File: src/rtl/jtgng_loader_pkg.sv
// Shared definitions for the PROM download loader: FSM states and the
// download address width.
package jtgng_loader_pkg;

    localparam int DL_AW = 22;

    typedef enum logic [1:0] {
        IDLE = 2'd0,
        LOAD = 2'd1,
        DONE = 2'd2
    } state_t;

endpackage

File: src/rtl/jtgng_prom_decode.sv
// Combinational decode of a download byte address into a region hit,
// a region-relative index and a one-hot PROM select.
module jtgng_prom_decode
    import jtgng_loader_pkg::*;
#(
    parameter int               AW         = 8,
    parameter int               NPROM      = 8,
    parameter logic [DL_AW-1:0] PROM_START = 22'h1_8000
) (
    input  logic [DL_AW-1:0] addr_i,
    output logic             in_region_o,
    output logic [AW+4:0]    index_o,
    output logic [NPROM-1:0] sel_o
);

    localparam logic [DL_AW-1:0] REGION_LEN = DL_AW'(NPROM) << AW;

    logic [DL_AW-1:0] offset;
    logic [3:0]       prom_idx;

    // Below-start addresses wrap to huge offsets, so one compare covers both ends.
    assign offset      = addr_i - PROM_START;
    assign in_region_o = (addr_i >= PROM_START) && (offset < REGION_LEN);
    assign index_o     = offset[AW+4:0];
    assign prom_idx    = offset[AW+3:AW];

    generate
        for (genvar gi = 0; gi < NPROM; gi++) begin : g_sel
            assign sel_o[gi] = in_region_o && (prom_idx == 4'(gi));
        end
    endgenerate

endmodule

File: src/rtl/jtgng_prom_loader.sv
// Routes a byte-serial download into NPROM small PROMs and tracks ordering.
// Optional byte checksum on prom_sum is enabled with JTGNG_PROM_LOADER_SUM_EN.
module jtgng_prom_loader
    import jtgng_loader_pkg::*;
#(
    parameter int               DW         = 4,
    parameter int               AW         = 8,
    parameter int               NPROM      = 8,
    parameter logic [DL_AW-1:0] PROM_START = 22'h1_8000
) (
    input  logic             clk,
    input  logic             rst_n,
    input  logic             ioctl_downloading,
    input  logic             ioctl_wr,
    input  logic [21:0]      ioctl_addr,
    input  logic [7:0]       ioctl_data,
    output logic [NPROM-1:0] prom_we,
    output logic [AW-1:0]    prom_addr,
    output logic [DW-1:0]    prom_data,
    output logic             loaded,
    output logic             seq_err,
    output logic [7:0]       prom_sum
);

    localparam int            CW    = AW + 5;
    localparam logic [CW-1:0] TOTAL = CW'(NPROM) << AW;

    state_t           state_q, state_d;
    logic             dl_q;
    logic [CW-1:0]    cnt_q, cnt_d;
    logic             err_q, err_d;
    logic             loaded_q, loaded_d;
    logic [NPROM-1:0] we_q, we_d;
    logic [AW-1:0]    addr_q, addr_d;
    logic [DW-1:0]    data_q, data_d;

    logic             in_region;
    logic [CW-1:0]    index;
    logic [NPROM-1:0] sel;
    logic             rise, fall, wr_ok, load_entry;

    jtgng_prom_decode #(
        .AW         (AW),
        .NPROM      (NPROM),
        .PROM_START (PROM_START)
    ) u_decode (
        .addr_i      (ioctl_addr),
        .in_region_o (in_region),
        .index_o     (index),
        .sel_o       (sel)
    );

    assign rise       = ioctl_downloading && !dl_q;
    assign fall       = !ioctl_downloading && dl_q;
    assign wr_ok      = (state_q == LOAD) && ioctl_wr && in_region;
    assign load_entry = (state_q != LOAD) && rise;

    always_comb begin
        state_d  = state_q;
        cnt_d    = cnt_q;
        err_d    = err_q;
        loaded_d = loaded_q;
        we_d     = '0;
        addr_d   = addr_q;
        data_d   = data_q;
        case (state_q)
            IDLE, DONE: begin
                if (rise) begin
                    state_d  = LOAD;
                    cnt_d    = '0;
                    err_d    = 1'b0;
                    loaded_d = 1'b0;
                end
            end
            LOAD: begin
                if (wr_ok) begin
                    we_d   = sel;
                    addr_d = index[AW-1:0];
                    data_d = ioctl_data[DW-1:0];
                    if (index == cnt_q) begin
                        cnt_d = (cnt_q == TOTAL) ? TOTAL : cnt_q + CW'(1);
                    end else begin
                        err_d = 1'b1;
                        cnt_d = index + CW'(1);
                    end
                end
                // Judged on the next-state values so a write on the falling cycle counts.
                if (fall) begin
                    state_d  = DONE;
                    loaded_d = (cnt_d == TOTAL) && !err_d;
                end
            end
            default: state_d = IDLE;
        endcase
    end

    // dl_q resets high so a download still active when reset releases is not
    // mistaken for a fresh session start.
    always_ff @(posedge clk or negedge rst_n) begin
        if (!rst_n) begin
            state_q  <= IDLE;
            dl_q     <= 1'b1;
            cnt_q    <= '0;
            err_q    <= 1'b0;
            loaded_q <= 1'b0;
            we_q     <= '0;
            addr_q   <= '0;
            data_q   <= '0;
        end else begin
            state_q  <= state_d;
            dl_q     <= ioctl_downloading;
            cnt_q    <= cnt_d;
            err_q    <= err_d;
            loaded_q <= loaded_d;
            we_q     <= we_d;
            addr_q   <= addr_d;
            data_q   <= data_d;
        end
    end

`ifdef JTGNG_PROM_LOADER_SUM_EN
    logic [7:0] sum_q, sum_d;

    always_comb begin
        sum_d = sum_q;
        if (load_entry) begin
            sum_d = '0;
        end else if (wr_ok) begin
            sum_d = sum_q + ioctl_data;
        end
    end

    always_ff @(posedge clk or negedge rst_n) begin
        if (!rst_n) begin
            sum_q <= '0;
        end else begin
            sum_q <= sum_d;
        end
    end

    assign prom_sum = sum_q;
`else
    logic unused_sum_inputs;
    assign unused_sum_inputs = load_entry ^ (^ioctl_data);
    assign prom_sum = '0;
`endif

    assign prom_we   = we_q;
    assign prom_addr = addr_q;
    assign prom_data = data_q;
    assign loaded    = loaded_q;
    assign seq_err   = err_q;

endmodule

File: config.mk
export PLATFORM = sky130hd
export DESIGN_NAME = jtgng_prom_loader
export DESIGN_NICKNAME = d
export VERILOG_FILES = /design/src/rtl/jtgng_loader_pkg.sv /design/src/rtl/jtgng_prom_decode.sv /design/src/rtl/jtgng_prom_loader.sv
export SDC_FILE = /design/constraint.sdc
export NUM_CORES = 1
export LEC_CHECK = 0
export CORE_UTILIZATION = 53
export CTS_CLUSTER_DIAMETER = 200
export CTS_CLUSTER_SIZE = 8
export DETAILED_ROUTE_END_ITERATION = 8
export PLACE_DENSITY_LB_ADDON = 0.1
export SYNTH_ARGS = -nofsm -noshare
export SYNTH_HDL_FRONTEND = slang
export SYNTH_SLANG_ARGS = --single-unit
File: constraint.sdc
create_clock -name clk -period 5.5 [get_ports clk]
set_input_delay 1.65 -clock clk [delete_from_list [all_inputs] [get_ports clk]]
set_output_delay 1.65 -clock clk [all_outputs]
set_load 0.01 [all_outputs]
## Word level (Yosys, flattened, before mapping)

Index checks and enable logic that the tools add are counted.

| word-level totals | value |
|---|---|
| bits in registers | 38 |
| output and inout port bits | 30 |
| logic and storage cells | 70 |

| cells by class | value |
|---|---|
| add/subtract/negate cells | 3 |
| magnitude comparators | 2 |
| eq/ne operators | 14 |
| muxes and demuxes | 18 |
| reductions and logical operators | 25 |

Operators with widths:

| kind | number |
|---|---|
| 2-to-1 mux 13 bit | 5 |
| adder 13 x 1 -> 13 bit (second input constant) | 2 |
| == test 13 x 12 -> 1 bit (second input constant) | 2 |
| case mux 13 bit (2 select lines) | 1 |
| >= comparator 22 x 17 -> 1 bit (second input constant) | 1 |
| < comparator 22 x 12 -> 1 bit (second input constant) | 1 |
| subtractor 22 x 17 -> 22 bit (second input constant) | 1 |
| == test 4 x 3 -> 1 bit (second input constant) | 4 |
| 2-to-1 mux 8 bit | 2 |
| logical AND 1 bit | 14 |
| == test 13 bit | 1 |
| == test 4 x 2 -> 1 bit (second input constant) | 2 |
| AND reduction 2 bit | 3 |
| 2-to-1 mux 1 bit | 5 |
| == test 4 x 1 -> 1 bit (second input constant) | 1 |
| zero test 4 bit | 1 |
| 2-to-1 mux 2 bit | 2 |
| inequality test 2 bit (second input constant) | 2 |
| case mux 1 bit (2 select lines) | 2 |
| case mux 2 bit (2 select lines) | 1 |
| zero test 1 bit | 3 |
| AND reduction 3 bit | 1 |
| == test 2 x 1 -> 1 bit (second input constant) | 1 |
| == test 2 bit (second input constant) | 1 |
| 3 further kinds | 3 |

## Depth between registers and ports, before layout

| depth | value |
|---|---|
| depth in word-level cells | 10 |
| depth in mapped cells | 10 |
| gate-level depth less buffers | 9 |

## Hierarchy

From an unflattened synthesis, not the netlist that was laid out.

| second synthesis, totals | value |
|---|---|
| cells, all modules | 339 |
| area, all modules | 2802.7 µm² |

Modules (own cells, without submodules):

| module | instances | cells each | area an instance (µm²) | seq. area each (µm²) |
|---|---|---|---|---|
| jtgng_prom_loader | 1 | 299 | 2432.3 | 952.2 |
| jtgng_prom_decode | 1 | 40 | 370.4 | 0.0 |

## Worst setup path after synthesis

OpenSTA, ideal clock, no wires.

| path | value |
|---|---|
| path type | in2reg |
| start | in ioctl_addr[11] |
| end | reg loaded_q, in the netlist loaded |
| library setup time | 0.095 ns |
| arrival | 3.485 ns |
| required time | 5.405 ns |
| path slack | 1.919 ns |
| stages on the path | 9 |
| buffers on the path | 2 |
| cells stage by stage | buf_2 > xnor2_2 > nand3_2 > or4_4 > buf_6 > mux2_4 > o22ai_2 > nand4_1 > o31ai_1 |

| between the ends | value |
|---|---|
| longest elaborated chain between the ends | 10 |

Ends and longest elaborated chain:

| element | line | source |
|---|---|---|
| from (decl) | jtgng_prom_loader.sv:15 | `input logic [21:0] ioctl_addr,` |
| subtractor 22 x 17 -> 22 bit | jtgng_prom_decode.sv:22 | `assign offset = addr_i - PROM_START;` |
| < comparator 22 x 12 -> 1 bit | jtgng_prom_decode.sv:23 | `assign in_region_o = (addr_i >= PROM_START) && (offset < REGION_LEN);` |
| logical AND 1 bit | jtgng_prom_decode.sv:23 |  |
| logical AND 1 bit | jtgng_prom_loader.sv:55 | `assign wr_ok = (state_q == LOAD) && ioctl_wr && in_region;` |
| 2-to-1 mux 13 bit or 2-to-1 mux 1 bit (tied branches) | jtgng_prom_loader.sv:76 | `if (wr_ok) begin` |
| 2-to-1 mux 13 bit or 2-to-1 mux 1 bit (tied branches) | jtgng_prom_loader.sv:66 | `case (state_q)` |
| == test 13 x 12 -> 1 bit or zero test 1 bit (tied branches) | jtgng_prom_loader.sv:90 | `loaded_d = (cnt_d == TOTAL) && !err_d;` |
| logical AND 1 bit * | jtgng_prom_loader.sv:90 |  |
| 2-to-1 mux 1 bit * | jtgng_prom_loader.sv:88 | `if (fall) begin` |
| case mux 1 bit (2 select lines) * | jtgng_prom_loader.sv:66 |  |
| to (signal assigned) | jtgng_prom_loader.sv:114 | `loaded_q <= loaded_d;` |
| to (decl) | jtgng_prom_loader.sv:32 | `logic loaded_q, loaded_d;` |

Every way passes the cells marked *; elsewhere a longest branch is shown, timed or not. The select of a mux whose other input is x is not followed.
A chain may end at the register's enable or synchronous reset.

## Worst setup path after layout

| path | value |
|---|---|
| start | in ioctl_addr[15] |
| end | reg loaded_q, in the netlist loaded |

| between the ends | value |
|---|---|
| longest elaborated chain between the ends | 10 |

Ends and longest elaborated chain:

| element | line |
|---|---|
| subtractor 22 x 17 -> 22 bit | jtgng_prom_decode.sv:22 |
| < comparator 22 x 12 -> 1 bit | jtgng_prom_decode.sv:23 |
| logical AND 1 bit * | jtgng_prom_decode.sv:23 |
| logical AND 1 bit * | jtgng_prom_loader.sv:55 |
| 2-to-1 mux 13 bit or 2-to-1 mux 1 bit (tied branches) | jtgng_prom_loader.sv:76 |
| 2-to-1 mux 13 bit or 2-to-1 mux 1 bit (tied branches) | jtgng_prom_loader.sv:66 |
| == test 13 x 12 -> 1 bit or zero test 1 bit (tied branches) | jtgng_prom_loader.sv:90 |
| logical AND 1 bit * | jtgng_prom_loader.sv:90 |
| 2-to-1 mux 1 bit * | jtgng_prom_loader.sv:88 |
| case mux 1 bit (2 select lines) * | jtgng_prom_loader.sv:66 |

Marks and branches as above.

==> metrics <==
Worst Setup Start Kind=primary input; I/O pin cnt=64; H-tree Lvls=2; WP data arrival=4.49 ns; CP top delay family=simple AND/OR/NAND/NOR gates; Setup Skew=around 0.0054 ns; most frequent cells in the layout=nand2_1 (62), clkdlybuf4s50_1 (50), dfrtp_1 (37); Initial Util=0.568; register area share after synthesis=0.372; cell count after synthesis=291; First-pass DRT Iterations=4; Final TNS setup=0 ns; Hold Path Sink=prom_addr[3]; Period Utilization, post-route=0.783; critical path cell sequence=clkdlybuf4s50_1 -> ha_1 -> nor4b_1 -> nand4_1 -> or2_1 -> buf_4 -> a2bb2oi_1 -> and3_1 -> nand4_1 -> o31ai_1; Most common cell on crit path=nand4_1; register bit total from synthesis=38; initial antenna violation count=0; final hold vios=0; Achievable Freq=0.232 GHz; Relative slew margins=0.429; worst slew pin tran=0.857 ns; CTS max path bufs=2; Final Net Count=roughly 370; Mapped Area=2560 µm²; root buffer cell=clkbuf_8; Core Util, Final=0.680; CP max stage delay=0.48 ns; Worst VDD drop=160 µV; Final Wtd Congestion=a little under 0.9; die area=roughly 5000 µm²; Vias/cell=5.84; CTS Sinks=38; Pwr Density=187 nW/µm²; wire per inst=between 15 and 20 µm; Slew Viols, Final=0; Setup WS pre-CTS=0.956 ns; 1st-iter DRT viols=171; Filler cells=381; via count=approximately 2200; number of global-route vias before repair=2015; HPWL after DPL=4330 µm; core box area=4500 µm²; flop2flop setup slack=between 2 and 3 ns; slowest CP cell=or2_1; first-pass GRT wire length=~10000 µm; P_leak=between 1 and 1.5 nW; share of cells above drive strength 1=0.104; # diodes=0; r2r endpoint=loaded; hold buffers post-CTS=0; hold path depth=2; area occupied by multi-input gates=between 1000 and 1500 µm²; Synth Area per Inst=8.79 µm²; Die Y=a little over 70 µm; RR Startpoint=state_q[1]; WS Path Type=primary input to register; commonest non-fill, non-tap cell in the layout=nand2_1; status=completed; DRT antenna net count=0; CTS Buf Count=5; Final Critical Period=between 4 and 5 ns; GRT Overall Usage=0.245; final setup fails=0; Register Area=952 µm²; final setup margin=roughly 1.2 ns; Min-Delay Startpoint=prom_addr[3]; Area after DPL=2970 µm²; maxcap violations=0; CTS tree=done; CP Max Fanout=14; dpl cells=372; worst endpoint required time=5.68 ns; largest net degree at the start of global routing=39; Critical Path Sink Type=register; Post-CTS Resized=0; Synthesis Warnings=0; Synth top area share=0.362; area leader, netlist=dfrtp_1; Row Count=24; RSZ-0062 raised after global routing=false; Yosys cell types=55; asr flop ratio synth=1.00; area delta synth->final=19.7%; non-filler cells, final=380; setup bufs post-CTS=0; cell area after layout=3060 µm²; depth of the most critical reg-to-reg path=8; Post-synth EDFFs=0; Buf/Inv on CP=2; die width=71.5 µm; ys flop type=dfrtp_1; Area contributors post-synth=dfrtp_1 (36%), nand2_1 (9.1%), xnor2_1 (3.8%); min-delay worst type=register to register; Reg clk slew, reported paths=0.07 ns; gr ovfl total=0; Routed WL=5780 µm; DRC viols=0; I/O Buffers=51; Worst-Skew Late Latency=0.29 ns
[synthesized netlist by cell type, types with 7 or more instances]
library cell and instances:
a21oi_1 7, xor2_1 10, nand3_1 15, buf_4 10, and3_1 7, nor2_1 9, nand2_1 62, nand4_1 9
xnor2_1 11, nor3_1 8, clkbuf_1 9, o21ai_0 10, dfrtp_1 37
[how the worst max path moves through the flow]
| stage | startpoint | to | cells after the start |
|---|---|---|---|
| finish | ioctl_addr[15] | loaded | 10 |
| global route | ioctl_addr[15] | loaded | 10 |
| CTS | ioctl_addr[15] | loaded | 10 |
| detailed placement | ioctl_addr[15] | loaded | 10 |
| global placement | ioctl_addr[15] | loaded | 10 |
| floorplan | ioctl_addr[11] | loaded | 9 |
[where the power goes]
part,switching (mW),internal (mW)
sequential,0.00312,0.283
clock,0.0929,0.101
combinational,0.0522,0.0386
total,0.148,0.423
[routing by layer]
| metal | global-route usage | wire length (µm) | up-vias |
|---|---|---|---|
| met4 | 0.0871 | 138 | 0 |
| met3 | 0.0380 | 277 | 12 |
| li1 | - | - | 1068 |
| met2 | 0.398 | 2750 | 81 |
| met1 | 0.335 | 2620 | 1057 |
| met5 | 0 | 0 | - |
[worst reg2reg max path, cell delays in order (launching register included)]
cell,delay (ns)
dfrtp_1,0.40
nor4b_1,0.37
nand4_1,0.24
or2_1,0.48
buf_4,0.28
a2bb2oi_1,0.12
and3_1,0.18
nand4_1,0.15
o31ai_1,0.29
[through the flow]
stage          hold WS (ns)  power [mW]
2_1_floorplan         0.510       0.347
3_3_place_gp          0.458       0.381
3_5_place_dp          0.468       0.382
4_1_cts               0.484       0.577
5_1_grt               0.501       0.594
6_report              0.481       0.571
[layout make-up]
type                       count  area share
multi-input combinational    225       0.461
sequential                    38       0.311
timing repair buffer          55       0.175
clock buffer                   7      0.0282
tap                           52      0.0212
inverter                       2     0.00245
clock inverter                 1     0.00163
[cells by family (layout without fill, tap and decap cells)]
logic type,count (synthesis),after routing,share of synthesized area
xor gates and xnor gates,25,25,0.0973
muxes,6,6,0.0289
and+or+nand+nor,143,143,0.293
buffers and inverters,35,65,0.0866
adders and majority gates,4,4,0.0196
DFF,38,38,0.372
other,1,8,0.00147
AOI/OAI and AO/OA,39,39,0.101
[state kept, by name, summed over array words and instances, names as in the netlist]
name       count
prom_we        8
state_q        2
cnt_q         13
prom_data      4
loaded         1
seq_err        1
dl_q           1
prom_addr      8
Note: power is estimated with default switching activity, not from simulation.
